### src/rtl/thermo_pkg.sv
// Shared definitions for the thermostat display path: digit codes, segment
// patterns and the conversion FSM state type.
package thermo_pkg;

  localparam int MAX_TEMP_DEFAULT = 99;

  // Digit codes 0..9 carry their own value; two extra codes for blank and dash.
  typedef logic [3:0] digit_code_t;
  localparam digit_code_t CODE_BLANK = 4'd10;
  localparam digit_code_t CODE_DASH  = 4'd11;

  // Segment patterns, active-low, bit order {g,f,e,d,c,b,a}.
  localparam logic [6:0] SEG_0     = 7'b1000000;
  localparam logic [6:0] SEG_1     = 7'b1111001;
  localparam logic [6:0] SEG_2     = 7'b0100100;
  localparam logic [6:0] SEG_3     = 7'b0110000;
  localparam logic [6:0] SEG_4     = 7'b0011001;
  localparam logic [6:0] SEG_5     = 7'b0010010;
  localparam logic [6:0] SEG_6     = 7'b0000010;
  localparam logic [6:0] SEG_7     = 7'b1111000;
  localparam logic [6:0] SEG_8     = 7'b0000000;
  localparam logic [6:0] SEG_9     = 7'b0010000;
  localparam logic [6:0] SEG_BLANK = 7'b1111111;
  localparam logic [6:0] SEG_DASH  = 7'b0111111;

  typedef enum logic [1:0] {IDLE, CONV, LATCH} conv_state_t;
  typedef enum logic {SRC_CURRENT, SRC_CHANGED} src_t;

  function automatic logic [6:0] seg_decode(digit_code_t code);
    case (code)
      4'd0:       return SEG_0;
      4'd1:       return SEG_1;
      4'd2:       return SEG_2;
      4'd3:       return SEG_3;
      4'd4:       return SEG_4;
      4'd5:       return SEG_5;
      4'd6:       return SEG_6;
      4'd7:       return SEG_7;
      4'd8:       return SEG_8;
      4'd9:       return SEG_9;
      CODE_DASH:  return SEG_DASH;
      default:    return SEG_BLANK;
    endcase
  endfunction

endpackage

### src/rtl/temp_display_driver_if.sv
// Temperature inputs and multiplexed 7-segment outputs of the display driver.
interface temp_display_driver_if;
  logic [7:0] CurrentTemp;
  logic [7:0] ChangedTemp;
  logic [3:0] an;
  logic [6:0] seg;
  logic       dp;

  modport master (output CurrentTemp, ChangedTemp, input an, seg, dp);
  modport slave  (input CurrentTemp, ChangedTemp, output an, seg, dp);
endinterface

### src/rtl/bin2bcd_seq.sv
// Sequential 8-bit binary to 3-digit BCD converter (shift-add-3), one bit per
// cycle; bcd holds its value after done until the next start.
module bin2bcd_seq (
  input  logic        clk,
  input  logic        Reset_n,
  input  logic        start,
  input  logic [7:0]  bin,
  output logic        busy,
  output logic        done,
  output logic [11:0] bcd
);

  logic [7:0]  bin_sr;
  logic [11:0] bcd_sr;
  logic [2:0]  bit_cnt;
  logic [11:0] bcd_adj;
  logic [19:0] shifted;

  // NOTE: give every combinationally assigned signal a default before any
  // conditional update, otherwise synthesis infers a latch.
  always_comb begin
    bcd_adj = bcd_sr;
    for (int i = 0; i < 3; i++) begin
      if (bcd_sr[i*4 +: 4] >= 4'd5) bcd_adj[i*4 +: 4] = bcd_sr[i*4 +: 4] + 4'd3;
    end
    shifted = {bcd_adj, bin_sr} << 1;
  end

  // NOTE: clocked state uses non-blocking assignments so every register
  // samples pre-edge values regardless of statement order.
  always_ff @(posedge clk or negedge Reset_n) begin
    if (!Reset_n) begin
      bin_sr  <= '0;
      bcd_sr  <= '0;
      bit_cnt <= '0;
      busy    <= 1'b0;
      done    <= 1'b0;
    end else begin
      done <= 1'b0;
      if (start && !busy) begin
        bin_sr  <= bin;
        bcd_sr  <= '0;
        bit_cnt <= '0;
        busy    <= 1'b1;
      end else if (busy) begin
        bcd_sr  <= shifted[19:8];
        bin_sr  <= shifted[7:0];
        bit_cnt <= bit_cnt + 3'd1;
        if (bit_cnt == 3'd7) begin
          busy <= 1'b0;
          done <= 1'b1;
        end
      end
    end
  end

  assign bcd = bcd_sr;

endmodule

### src/rtl/temp_display_driver.sv
// 4-digit multiplexed 7-segment driver: alternately converts the current and
// user-selected temperatures, then scans the four digits at a fixed rate.
module temp_display_driver
  import thermo_pkg::*;
#(
  parameter int REFRESH_DIV = 100000,
  parameter int MAX_TEMP    = MAX_TEMP_DEFAULT
) (
  input  logic                 clk,
  input  logic                 Reset_n,
  temp_display_driver_if.slave bus
);

  localparam int            CW      = $clog2(REFRESH_DIV);
  localparam logic [CW-1:0] CNT_MAX = CW'(REFRESH_DIV - 1);
  localparam logic [9:0]    MAX_VAL = 10'(MAX_TEMP);

  conv_state_t state, state_nxt;
  src_t        src;
  logic        start, busy, done;
  logic [7:0]  bin;
  logic [11:0] bcd;
  logic [9:0]  bcd_value;
  digit_code_t tens_code, ones_code;
  digit_code_t codes [4];

  logic [CW-1:0] refresh_cnt;
  logic [1:0]    digit_idx;
  logic [3:0]    an_q;
  logic [6:0]    seg_q;

  assign bin = (src == SRC_CURRENT) ? bus.CurrentTemp : bus.ChangedTemp;

  bin2bcd_seq u_bcd (
    .clk     (clk),
    .Reset_n (Reset_n),
    .start   (start),
    .bin     (bin),
    .busy    (busy),
    .done    (done),
    .bcd     (bcd)
  );

  always_ff @(posedge clk or negedge Reset_n) begin
    if (!Reset_n) state <= IDLE;
    else          state <= state_nxt;
  end

  always_comb begin
    state_nxt = state;
    start     = 1'b0;
    case (state)
      IDLE: begin
        start     = !busy;
        state_nxt = CONV;
      end
      CONV:    if (done) state_nxt = LATCH;
      LATCH:   state_nxt = IDLE;
      default: state_nxt = IDLE;
    endcase
  end

  // Range check uses the full BCD value; leading zero of a single digit blanks.
  always_comb begin
    bcd_value = 10'(bcd[11:8]) * 10'd100 + 10'(bcd[7:4]) * 10'd10 + 10'(bcd[3:0]);
    tens_code = digit_code_t'(bcd[7:4]);
    ones_code = digit_code_t'(bcd[3:0]);
    if (bcd_value > MAX_VAL) begin
      tens_code = CODE_DASH;
      ones_code = CODE_DASH;
    end else if (bcd[11:4] == 8'd0) begin
      tens_code = CODE_BLANK;
    end
  end

  // NOTE: the four digit codes are plain flops, so resetting them is cheap and
  // guarantees a blank display until the first conversion lands.
  always_ff @(posedge clk or negedge Reset_n) begin
    if (!Reset_n) begin
      src <= SRC_CURRENT;
      for (int i = 0; i < 4; i++) codes[i] <= CODE_BLANK;
    end else if (state == LATCH) begin
      if (src == SRC_CURRENT) begin
        codes[3] <= tens_code;
        codes[2] <= ones_code;
        src      <= SRC_CHANGED;
      end else begin
        codes[1] <= tens_code;
        codes[0] <= ones_code;
        src      <= SRC_CURRENT;
      end
    end
  end

  // Digit index walks 3->2->1->0 and wraps; an and seg follow it on one edge.
  always_ff @(posedge clk or negedge Reset_n) begin
    if (!Reset_n) begin
      refresh_cnt <= '0;
      digit_idx   <= 2'd3;
      an_q        <= 4'b1111;
      seg_q       <= SEG_BLANK;
    end else begin
      if (refresh_cnt == CNT_MAX) begin
        refresh_cnt <= '0;
        digit_idx   <= digit_idx - 2'd1;
      end else begin
        refresh_cnt <= refresh_cnt + CW'(1);
      end
      an_q  <= ~(4'b0001 << digit_idx);
      seg_q <= seg_decode(codes[digit_idx]);
    end
  end

  assign bus.an  = an_q;
  assign bus.seg = seg_q;
  assign bus.dp  = 1'b1;

endmodule

### src/flat_wrapper.sv
// flat-port wrapper written by rule: the top's interface ports become plain ports
module temp_display_driver_flat import thermo_pkg::*;
#(
  parameter int REFRESH_DIV = 100000,
  parameter int MAX_TEMP    = MAX_TEMP_DEFAULT
)
  (clk, Reset_n, bus_CurrentTemp, bus_ChangedTemp, bus_an, bus_seg, bus_dp);
  temp_display_driver_if bus_i ();
  input  logic clk;
  input  logic Reset_n;
  input wire logic [$bits(bus_i.CurrentTemp)-1:0] bus_CurrentTemp;
  input wire logic [$bits(bus_i.ChangedTemp)-1:0] bus_ChangedTemp;
  output wire logic [$bits(bus_i.an)-1:0] bus_an;
  output wire logic [$bits(bus_i.seg)-1:0] bus_seg;
  output wire logic [$bits(bus_i.dp)-1:0] bus_dp;
  assign bus_i.CurrentTemp = bus_CurrentTemp;
  assign bus_i.ChangedTemp = bus_ChangedTemp;
  assign bus_an = bus_i.an;
  assign bus_seg = bus_i.seg;
  assign bus_dp = bus_i.dp;
  temp_display_driver #(.REFRESH_DIV(REFRESH_DIV), .MAX_TEMP(MAX_TEMP)) u_core (.clk(clk), .Reset_n(Reset_n), .bus(bus_i));
endmodule
### config.mk
export PLATFORM = sky130hd
export DESIGN_NAME = temp_display_driver_flat
export DESIGN_NICKNAME = d
export VERILOG_FILES = /design/src/rtl/thermo_pkg.sv /design/src/rtl/temp_display_driver_if.sv /design/src/rtl/bin2bcd_seq.sv /design/src/rtl/temp_display_driver.sv /design/src/flat_wrapper.sv
export SDC_FILE = /design/constraint.sdc
export NUM_CORES = 1
export LEC_CHECK = 0
export ABC_CLOCK_PERIOD_IN_PS = 4400
export CAP_MARGIN = 20
export CORE_ASPECT_RATIO = 1.1
export CORE_MARGIN = 2
export CORE_UTILIZATION = 55
export CTS_CLUSTER_DIAMETER = 150
export DETAILED_ROUTE_END_ITERATION = 10
export HOLD_SLACK_MARGIN = 0.05
export MAX_ROUTING_LAYER = met4
export PLACE_DENSITY = 0.86
export SETUP_SLACK_MARGIN = 0.2
export SYNTH_ARGS = -nofsm -noshare
export SYNTH_HDL_FRONTEND = slang
export SYNTH_SLANG_ARGS = --single-unit
### constraint.sdc
create_clock -name clk -period 4.4 [get_ports clk]
set_input_delay 0.44 -clock clk [delete_from_list [all_inputs] [get_ports clk]]
set_output_delay 0.44 -clock clk [all_outputs]
set_load 0.05 [all_outputs]
==> metrics.md, run 1 <==
| Metric | Value |
|---|---|
| Clock Latency Late Sink | 350 ps |
| Worst Setup End Kind | flip-flop |
| Port-buffer cells | 28 |
| Worst vdd ir | 0.204 mV |
| Initial core utilization | 0.562 |
| Fill cells | 630 |
| Vias | 3,255 |
| Core area | between 0.007 and 0.008 mm2 |
| DRT Pass-1 Iters | 5 |
| Hold WS | approximately 460 ps |
| Hold Path Class | flip-flop to flip-flop |
| Total CTS buffers | 9 |
| Period utilization | 0.855 |
| WL final | approximately 8 mm |
| Slowest stage delay, CP | 530 ps |
| Syn Inst Count | 449 |
| Ys Warns | 0 |
| Synthesized flop and latch total | 74 |
| Crit path buffers/inverters | 0 |
| Vias per Instance | 5.54 |
| Pwr dens | ~380 mW/mm2 |
| Ant. Diodes | 0 |
| Kind of cell adding the most delay to the critical path | adder cells |
| Hold Fails Final Rpt | 0 |
| Dpl hpwl | 5.97 mm |
| Sequential-to-total area share from yosys stat | 0.425 |
| Layout cells sized above 1 | 0.113 |
| Die height | 98.1 um |
| Post-synth top area cell | dfrtp_1 |
| Clock sinks | 74 |
| Max Cap Viol | 0 |
| All-layer global routing usage | 0.214 |
| Top FF cell, synth | dfrtp_1 |
| Status | finished, final reports clean |
| Antenna violations before repair | 0 |
| Final setup vio count | 0 |
| Post_cts resized | 0 |
| Clk_skew | 5.56 ps |
| Crit path top cell by count | ha_1 |
| Critical-path cell list | ha_1 > ha_1 > fa_1 > ha_1 > ha_1 > a21o_1 > a31o_1 > a211o_1 > o211a_1 > and3_1 > a32o_1 |
| Vias in the first global route | around 3,200 |
| CTS tree | built |
| Ys async rst share | 1.00 |
| Synth Area in Simple Gates | 0.154 |
| Initial DRC Count | 201 |
| Rows | 34 |
| CP Max Fanout | 16 |
| Yosys cell types | a little under 50 |
| Root Driver | clkbuf_8 |
| Top Ports | 30 |
| Routability cong. | around 0.87 |
| Largest net degree at the start of global routing | 46 |
| Slew headroom | 0.482 |
| Post-DR wirelength/cell | 14.0 um |
| Unrepaired setup endpoints after global routing | false |
| Final-report max-slew violation count | 0 |
| Sum Neg Setup Slack | 0 ps |
| Worst setup SP type | flip-flop |
| Slew @ Worst Pin | 774 ps |
| GRT Residual Overflow | 0 |
| WS Path Type | flip-flop to flip-flop |
| Die Footprint | 0.00878 mm2 |
| CTS Buffer Depth | 2 |
| Synthesized area per cell | 9.85 um2 |
| Synth Cell Area | 0.00442 mm2 |
| Place WS | 679 ps |
| Die X | ~90 um |
| Complex-gate fraction of the synthesized area | 0.122 |
| Worst path required time | 4640 ps |
| Clk slew on worst S/H paths | 80 ps |
| Net count, final | 543 |
| Largest family of logic cells by synthesized area | simple AND/OR/NAND/NOR gates |
| Syn_nets | 517 |
| Adder-Cell Fraction of Synth Area | 0.150 |
| First-pass GRT wire length | 14.4 mm |
| Synth Area in XOR/XNOR | 0.0552 |
| Area grow syn2layout | 13.0% |
| DP Area | between 0.004 and 0.005 mm2 |
| Power Total | around 1.9 mW |
| Post-route minimum period | 3760 ps |
| Antenna Nets Post-Route | 0 |
| Crit-path slowest cell | dfrtp_1 |
| Synth area leaders | dfrtp_1, ha_1, dfstp_2 |
| Post-synth EDFFs | 0 |
| DRC viols | 0 |
| Setup ws final | between 600 and 700 ps |
| Seq. cell area | 0.00188 mm2 |
| Arrival time worst endpoint | around 4000 ps |
| Fmax achieved | 266 MHz |
| H-tree level count | 3 |
| Area of the multi-input gates | 0.00234 mm2 |
| Design Area, Final | 0.00500 mm2 |
| Multiplexer share of the synthesized area | 0.0472 |
| Leak | 2.28 nW |
| Top cell type's share of synthesized area | 0.300 |
## final timing paths
check / from / to / slack (ps) / cells past startpoint
setup reg to reg: u_core.u_bcd.bcd[7]$_DFFE_PN0P_ / u_core.codes[2]$_DFFE_PN0P_ / 640 / 11
setup / recovery: u_core.u_bcd.bcd[7]$_DFFE_PN0P_ / u_core.codes[2]$_DFFE_PN0P_ / 640 / 11
hold / removal: u_core.u_bcd.done$_DFF_PN0_ / u_core.state[0]$_DFFE_PN0P_ / 460 / 1
min in group asynchronous: Reset_n / u_core.u_bcd.bcd[9]$_DFFE_PN0P_ / 480 / 2
max in group asynchronous: Reset_n / u_core.codes[13]$_DFFE_PN1P_ / 3270 / 3
hold reg to reg: u_core.u_bcd.done$_DFF_PN0_ / u_core.state[0]$_DFFE_PN0P_ / 460 / 1
## power by group
group	switching, mW	leakage [nW]	total, mW	internal (mW)
clock	0.273	0.101	0.557	0.284
combinational	0.288	1.27	0.480	0.192
sequential	0.0486	0.902	0.875	0.826
## cell usage in the layout, fill, tap and decap left out, types with 3 or more instances in the layout
cell type	count
nor3_1	6
nand3_1	6
inv_1	28
mux2i_1	13
clkdlybuf4s50_1	27
nand2_1	44
nand2b_1	5
or3_1	3
and3_1	3
o31ai_1	7
or2_2	3
a31oi_1	9
fa_1	5
mux4_2	3
a32o_1	4
o21ai_0	26
nand4_1	6
xor2_1	9
ha_1	45
and2_1	6
a21oi_1	26
clkbuf_8	10
dfrtp_1	53
xnor2_1	17
nor2b_1	7
nor2_1	53
dfstp_2	21
## synth_stat cells, types with 3 or more instances
cell      count
dfrtp_1      53
nor2_1       53
ha_1         45
nand2_1      44
inv_1        28
a21oi_1      26
o21ai_0      26
dfstp_2      21
xnor2_1      17
mux2i_1      13
clkbuf_1     11
a31oi_1       9
xor2_1        9
nor2b_1       7
o31ai_1       7
and2_1        6
nand3_1       6
nand4_1       6
nor3_1        6
fa_1          5
nand2b_1      5
a32o_1        4
and3_1        3
mux4_2        3
or2_2         3
or3_1         3
## worst reg2reg max path, stage by stage (launching register included)
cell and delay, ps:
dfrtp_1 530, ha_1 300, ha_1 230, fa_1 440
ha_1 310, ha_1 370, a21o_1 190, a31o_1 190
a211o_1 290, o211a_1 110, and3_1 330, a32o_1 360
## logic make-up after synthesis
kind of cell	Yosys count
and+or+nand+nor	148
AOI/OAI and AO/OA	86
DFF	74
adders and majority gates	50
buffers and inverters	46
xor gates and xnor gates	27
muxes	17
other	1
## what timing repair did
action,4_1_cts,5_1_grt
hold buffers,0,1
buffers inserted,0,0
endpoints found under the hold margin,0,2
## metrics by stage
step / cells / util
after floorplan: 449 / -
after global placement: 569 / 0.604
after detailed placement: 569 / 0.604
after CTS: 585 / 0.631
after global routing: 588 / 0.635
final: 588 / 0.635
## routing by layer
layer / routed length [um] / up-vias / GRT usage / share of wire
li1: - / 1584 / - / -
met1: 3490 / 1571 / 0.265 / 0.43
met2: 4220 / 88 / 0.348 / 0.51
met3: 354 / 12 / 0.0347 / 0.043
met4: 144 / 0 / 0.0850 / 0.018
met5: 0 / - / - / 0
## state kept, by name, summed over array words and instances, names as in the netlist
name	cells
u_core.digit_idx	2
u_core.src	1
u_core.bus.seg	7
u_core.u_bcd.bit_cnt	3
u_core.u_bcd.bin_sr	8
u_core.refresh_cnt	17
u_core.u_bcd.bcd	12
u_core.codes	16
u_core.bus.an	4
u_core.state	2
u_core.u_bcd.done	1
u_core.u_bcd.busy	1
## cell type report
class | instances | share of cell area
Timing Repair Buffer | 33 | 0.0651
Multi-Input combinational cell | 329 | 0.469
Clock inverter | 6 | 0.0148
Inverter | 28 | 0.0210
Clock buffer | 10 | 0.0275
Sequential cell | 74 | 0.376
Tap cell | 108 | 0.0270
Note: power is estimated with default switching activity, not from simulation.
==> run 2, diff against run 1 <==
--- a/config.mk
+++ b/config.mk
@@ -16,6 +16,7 @@
 export MAX_ROUTING_LAYER = met4
 export PLACE_DENSITY = 0.86
 export SETUP_SLACK_MARGIN = 0.2
+export SLEW_MARGIN = 20
 export SYNTH_ARGS = -nofsm -noshare
 export SYNTH_HDL_FRONTEND = slang
 export SYNTH_SLANG_ARGS = --single-unit
==> run 2 against run 1 <==
  * Worst setup slack better by 1.8 ps
  * Critical path type unchanged
  * Combinational power hardly changed
  * Count of clock-buffer cells in the layout stayed put
  * Total power is 0.21% lower
  * Highest routed layer unchanged
  * Register-to-register slack hardly changed
  * Largest power group unchanged
==> metrics.md, run 2 (synthesis results as in run 1) <==
| Metric | Value |
|---|---|
| Status | finished, final reports clean (unchanged) |
| Setup ws final | 638 ps (was 636 ps) |
| Hold Fails Final Rpt | 0 (unchanged) |
| Antenna Nets Post-Route | 0 (unchanged) |
| Sum Neg Setup Slack | 0 ps (unchanged) |
| Post_cts resized | 0 (unchanged) |
| Setup crit start | u_core.u_bcd.bcd[7]$_DFFE_PN0P_ (unchanged) |
| Vias | 3,238 (was 3,255) |
| Die X | 89.5 um (unchanged) |
| Max Cap Viol | 0 (unchanged) |
| Largest net degree at the start of global routing | 46 (unchanged) |
| R2R depth | 11 (unchanged) |
| Worst setup SP type | flip-flop (unchanged) |
| Fmax achieved | 266 MHz (about the same) |
| Rows | 34 (unchanged) |
| Vias per Instance | 5.54 (about the same) |
| All-layer global routing usage | 0.214 (unchanged) |
| WL final | 8.15 mm (was 8.21 mm) |
| Clk slew on worst S/H paths | 90 ps (was 80 ps) |
| Unrepaired setup endpoints after global routing | false (unchanged) |
| Routability cong. | 0.874 (unchanged) |
| Core Util, Final | 0.632 (was 0.635) |
| Arrival time worst endpoint | 4000 ps (about the same) |
| Initial DRC Count | 213 (was 201) |
| Vias in the first global route | 3,190 (unchanged) |
| Root Driver | clkbuf_8 (unchanged) |
| Post-CTS Setup Bufs | 0 (unchanged) |
| Total CTS buffers | 9 (unchanged) |
| Die Footprint | 0.00878 mm2 (unchanged) |
| Most flops, register | u_core.refresh_cnt (unchanged) |
| Hold_buf cts | 0 (unchanged) |
| GRT Residual Overflow | 0 (unchanged) |
| Port-buffer cells | 28 (unchanged) |
| Layout cells sized above 1 | 0.109 (was 0.113) |
| First-pass GRT wire length | 14.4 mm (unchanged) |
| Worst vdd ir | 0.203 mV (was 0.204 mV) |
| Die height | 98.1 um (unchanged) |
| Antenna violations before repair | 0 (unchanged) |
| Period utilization | 0.855 (about the same) |
| CTS Buffer Depth | 2 (unchanged) |
| Pint | 1.30 mW (about the same) |
| Final-report max-slew violation count | 0 (unchanged) |
| Dpl hpwl | 5.97 mm (unchanged) |
| Worst path required time | 4630 ps (was 4640 ps) |
| Design Area, Final | 0.00497 mm2 (was 0.00500 mm2) |
| Max reg flops | 17 (unchanged) |
| Post-route minimum period | 3760 ps (about the same) |
| CP endpoint | u_core.codes[2]$_DFFE_PN0P_ (unchanged) |
| Pwr dens | 384 mW/mm2 (was 383 mW/mm2) |
| Hold WS | 83.6 ps (was 459 ps) |
| DRT Pass-1 Iters | 4 (was 5) |
| Slew @ Worst Pin | 795 ps (was 774 ps) |
| Area grow syn2layout | 12.5% (was 13.0%) |
| Top Ports | 30 (unchanged) |
| WS Path Type | flip-flop to flip-flop (unchanged) |
| Leak | 2.26 nW (was 2.28 nW) |
| Sw Pwr | 0.608 mW (was 0.610 mW) |
| H-tree level count | 3 (unchanged) |
| Clock sinks | 74 (unchanged) |
| CP Max Fanout | 16 (unchanged) |
| Hold Path Class | input port to async pin (was flip-flop to flip-flop) |
| Clk_skew | 7.24 ps (was 5.56 ps) |
| Clock share of power | 0.291 (about the same) |
| Fill cells | 632 (was 630) |
| Launching point of the worst reg2reg path | u_core.u_bcd.bcd[7]$_DFFE_PN0P_ (unchanged) |
| Final setup vio count | 0 (unchanged) |
| Core area | 0.00787 mm2 (unchanged) |
| Worst Setup End Kind | flip-flop (unchanged) |
| DRC viols | 0 (unchanged) |
| Clock Latency Late Sink | 350 ps (about the same) |
| Worst R2R End | u_core.codes[2]$_DFFE_PN0P_ (unchanged) |
| Place WS | 679 ps (unchanged) |
| Post-DR wirelength/cell | 13.9 um (was 14.0 um) |
| Comb pwr share | 0.250 (was 0.251) |
| Sequential share of power | 0.459 (was 0.458) |
| Initial core utilization | 0.562 (unchanged) |
| Sw Ratio | 0.319 (about the same) |
| DP Area | 0.00475 mm2 (unchanged) |
| Ant. Diodes | 0 (unchanged) |
| Slew headroom | 0.468 (was 0.482) |
| R2r setup slk | 640 ps (about the same) |
| Net count, final | 540 (was 543) |
| CTS tree | built (unchanged) |
| Most frequent cells in the layout | nor2_1, dfrtp_1, ha_1 (unchanged) |
[run 2: cell types whose count changed in the layout (fill, tap and decap cells not counted), sizes merged]
cell         before  now
dlygate4sd3       1    0
buf               5    3
[run 2: power groups by stage]
stage / Combinational (mW) / Sequential (mW) / Clock, mW
final: 0.478 / 0.875 / 0.555
after floorplan: 0.232 / 0.991 / 0
after CTS: 0.477 / 0.875 / 0.568
after detailed placement: 0.475 / 0.889 / 0
after global routing: 0.527 / 0.890 / 0.596
after global placement: 0.458 / 0.883 / 0
[run 2: layer usage]
layer,global-route usage,up-vias,share of wire
met4,0.0850,0,0.018
met3,0.0347,13,0.040
met1,0.265,1562,0.42
li1,-,1582,-
met2,0.348,81,0.53
met5,-,-,0
[run 2: how the worst min path moves through the flow]
stage / start / endpoint / cells after the start
after floorplan: Reset_n / u_core.codes[0]$_DFFE_PN0P_ / 0
after global placement: u_core.u_bcd.done$_DFF_PN0_ / u_core.state[0]$_DFFE_PN0P_ / 1
after detailed placement: u_core.u_bcd.done$_DFF_PN0_ / u_core.state[0]$_DFFE_PN0P_ / 1
after CTS: Reset_n / u_core.refresh_cnt[11]$_DFF_PN0_ / 1
after global routing: Reset_n / u_core.refresh_cnt[13]$_DFF_PN0_ / 1
final: Reset_n / u_core.refresh_cnt[11]$_DFF_PN0_ / 1
[run 2: cell type report]
| class | instances | area, um2 | share of cell area |
|---|---|---|---|
| flip-flops and latches | 74 | 1880 | 0.378 |
| clock buffers | 10 | 138 | 0.0277 |
| clock inverters | 6 | 73.8 | 0.0148 |
| well taps | 108 | 135 | 0.0272 |
| multi-input cells | 329 | 2350 | 0.473 |
| repair buffers | 30 | 293 | 0.0589 |
| inverters | 28 | 105 | 0.0211 |
[run 2: stage by stage]
step / instances / power, mW
floorplan: 449 / 1.22
global placement: 569 / 1.34
detailed placement: 569 / 1.36
CTS: 585 / 1.92
global route: 585 / 2.01
finish: 585 / 1.91
[run 2: critical path, cell delays in order (launching register included)]
cell	delay (ps)
dfrtp_1	530
ha_1	300
ha_1	230
fa_1	440
ha_1	310
ha_1	370
a21o_1	190
a31o_1	190
a211o_1	290
o211a_1	110
and3_1	330
a32o_1	350
==> run 3, diff against run 2 <==
--- a/config.mk
+++ b/config.mk
@@ -12,9 +12,10 @@
 export CORE_UTILIZATION = 55
 export CTS_CLUSTER_DIAMETER = 150
 export DETAILED_ROUTE_END_ITERATION = 10
+export GPL_TIMING_DRIVEN = 0
 export HOLD_SLACK_MARGIN = 0.05
 export MAX_ROUTING_LAYER = met4
-export PLACE_DENSITY = 0.86
+export PLACE_DENSITY_LB_ADDON = 0.25
 export SETUP_SLACK_MARGIN = 0.2
 export SLEW_MARGIN = 20
 export SYNTH_ARGS = -nofsm -noshare
==> run 3 against run 2 <==
  * Count of clock-buffer cells in the layout down 1
  * Sequential cell count stayed put
  * Worst hold slack worse by 23 ps
  * Die area unchanged
  * Highest routed layer unchanged
  * Sequential share of layout area fell by 0.73 points
  * Total power increased by 1.2%
  * Critical path type unchanged
==> metrics.md, run 3 (synthesis results as in run 1) <==
| Metric | Value |
|---|---|
| H-tree level count | 3 (unchanged) |
| Crit-path slowest cell | dfrtp_1 (unchanged) |
| Seq. cell area | 0.00188 mm2 (unchanged) |
| DRT Pass-1 Iters | 4 (unchanged) |
| Hold Fails Final Rpt | 0 (unchanged) |
| Port-buffer cells | 28 (unchanged) |
| Fmax achieved | 277 MHz (was 266 MHz) |
| Max reg flops | 17 (unchanged) |
| Critical-path cell list | ha_1 > ha_1 > fa_1 > ha_1 > ha_1 > a21o_1 > a31o_1 > a211o_1 > o211a_1 > and3_1 > buf_6 > buf_8 > a41oi_2 (was ha_1 > ha_1 > fa_1 > ha_1 > ha_1 > a21o_1 > a31o_1 > a211o_1 > o211a_1 > and3_1 > a32o_1) |
| Root Driver | clkbuf_8 (unchanged) |
| Pwr dens | 381 mW/mm2 (was 384 mW/mm2) |
| Slowest stage delay, CP | 470 ps (was 530 ps) |
| Most flops, register | u_core.refresh_cnt (unchanged) |
| Fill cells | 645 (was 632) |
| Area grow syn2layout | 14.7% (was 12.5%) |
| Hold WS | 60.8 ps (was 83.6 ps) |
| Initial core utilization | 0.562 (unchanged) |
| Antenna violations before repair | 0 (unchanged) |
| Non-Filler Instances | 602 (was 585) |
| Clock sinks | 74 (unchanged) |
| WL final | 8.15 mm (about the same) |
| Top Ports | 30 (unchanged) |
| DP Area | 0.00486 mm2 (was 0.00475 mm2) |
| Core Util, Final | 0.645 (was 0.632) |
| Worst Setup End Kind | flip-flop (unchanged) |
| Rows | 34 (unchanged) |
| CTS tree | built (unchanged) |
| Unrepaired setup endpoints after global routing | false (unchanged) |
| CTS Buffer Depth | 2 (unchanged) |
| Worst vdd ir | 0.184 mV (was 0.203 mV) |
| Largest net degree at the start of global routing | 41 (was 46) |
| Initial DRC Count | 157 (was 213) |
| Routability cong. | 0.850 (was 0.874) |
| Final-report max-slew violation count | 0 (unchanged) |
| Die height | 98.1 um (unchanged) |
| Vias | 3,278 (was 3,238) |
| R2r setup slk | 780 ps (was 640 ps) |
| Crit path top cell by count | ha_1 (unchanged) |
| Final setup vio count | 0 (unchanged) |
| GRT Residual Overflow | 0 (unchanged) |
| Arrival time worst endpoint | 3890 ps (was 4000 ps) |
| Most frequent cells in the layout | nor2_1, dfrtp_1, ha_1 (unchanged) |
| Slew headroom | 0.458 (was 0.468) |
| Clk slew on worst S/H paths | 80 ps (was 90 ps) |
| Area of the multi-input gates | 0.00234 mm2 (was 0.00235 mm2) |
| Status | finished, final reports clean (unchanged) |
| CP Max Fanout | 10 (was 16) |
| Hold_buf cts | 0 (unchanged) |
| Core area | 0.00787 mm2 (unchanged) |
| Post_cts resized | 0 (unchanged) |
| Antenna Nets Post-Route | 0 (unchanged) |
| WS Path Type | flip-flop to flip-flop (unchanged) |
| Post-CTS Setup Bufs | 0 (unchanged) |
| Launching point of the worst reg2reg path | u_core.u_bcd.bcd[5]$_DFFE_PN0P_ (was u_core.u_bcd.bcd[7]$_DFFE_PN0P_) |
| First-pass GRT wire length | 14.6 mm (was 14.4 mm) |
| Post-Place Cells | 586 (was 569) |
| DRC viols | 0 (unchanged) |
| Die Footprint | 0.00878 mm2 (unchanged) |
| Design Area, Final | 0.00507 mm2 (was 0.00497 mm2) |
| Vias per Instance | 5.45 (was 5.54) |
| Vias in the first global route | 3,296 (was 3,190) |
| Die X | 89.5 um (unchanged) |
| Max Cap Viol | 0 (unchanged) |
| Layout cells sized above 1 | 0.115 (was 0.109) |
| Slew @ Worst Pin | 810 ps (was 795 ps) |
| Worst setup SP type | flip-flop (unchanged) |
| Clock Latency Late Sink | 350 ps (about the same) |
| Clk_skew | 9.54 ps (was 7.24 ps) |
| Power Total | 1.93 mW (was 1.91 mW) |
| Total CTS buffers | 9 (unchanged) |
| Hold Path Class | input port to async pin (unchanged) |
| Leak | 2.32 nW (was 2.26 nW) |
| Setup crit start | u_core.u_bcd.bcd[5]$_DFFE_PN0P_ (was u_core.u_bcd.bcd[7]$_DFFE_PN0P_) |
| Sum Neg Setup Slack | 0 ps (unchanged) |
| Net count, final | 557 (was 540) |
| Place WS | 803 ps (was 679 ps) |
| Period utilization | 0.822 (was 0.855) |
| Worst path required time | 4670 ps (was 4630 ps) |
| Ant. Diodes | 0 (unchanged) |
| Post-route minimum period | 3620 ps (was 3760 ps) |
| Dpl hpwl | 5.93 mm (was 5.97 mm) |
| All-layer global routing usage | 0.214 (about the same) |
| Post-DR wirelength/cell | 13.5 um (was 13.9 um) |
| Setup ws final | 785 ps (was 638 ps) |
run 3: cell types whose count changed in the layout (fill, tap and decap cells not counted), sizes merged:
cell      delta
buf          +6
inv          -1
clkinvlp     -2
clkbuf      +10
clkinv       +3
bufinv       +1
run 3: layout make-up:
class / count / share of cell area
Sequential cell: 74 / 0.370
Inverter: 28 / 0.0207
Buffer: 18 / 0.0190
Multi-Input combinational cell: 329 / 0.462
Timing Repair Buffer: 29 / 0.0587
Clock inverter: 7 / 0.0183
Tap cell: 108 / 0.0266
Clock buffer: 9 / 0.0244
run 3: metal layers:
metal	global-route usage	wire length (um)
met3	0.0456	256
met2	0.348	4230
met4	0.0597	85
met1	0.268	3580
met5	-	0
run 3: worst max-delay path: cells and delay by family (launching register included):
| family | cells | cell delay (ps) |
|---|---|---|
| buffers and inverters | 2 | 280 |
| AO/OA/AOI/OAI | 5 | 960 |
| AND/OR/NAND/NOR | 1 | 150 |
| flip-flops | 1 | 470 |
| adder cells (fa/ha/maj) | 5 | 1680 |
run 3: path summary, 6_finish.rpt:
kind | cells after the start | to
worst max register to register | 13 | u_core.codes[13]$_DFFE_PN1P_
min in group clk | 1 | u_core.state[0]$_DFFE_PN0P_
worst min register to register | 1 | u_core.state[0]$_DFFE_PN0P_
worst max-delay path | 13 | u_core.codes[13]$_DFFE_PN1P_
max in group asynchronous | 2 | u_core.codes[5]$_DFFE_PN1P_
worst min-delay path | 1 | u_core.refresh_cnt[16]$_DFF_PN0_
run 3: power by group:
group,internal (mW),switching [mW]
combinational,0.193,0.289
sequential,0.827,0.0477
clock,0.319,0.256
total,1.34,0.593
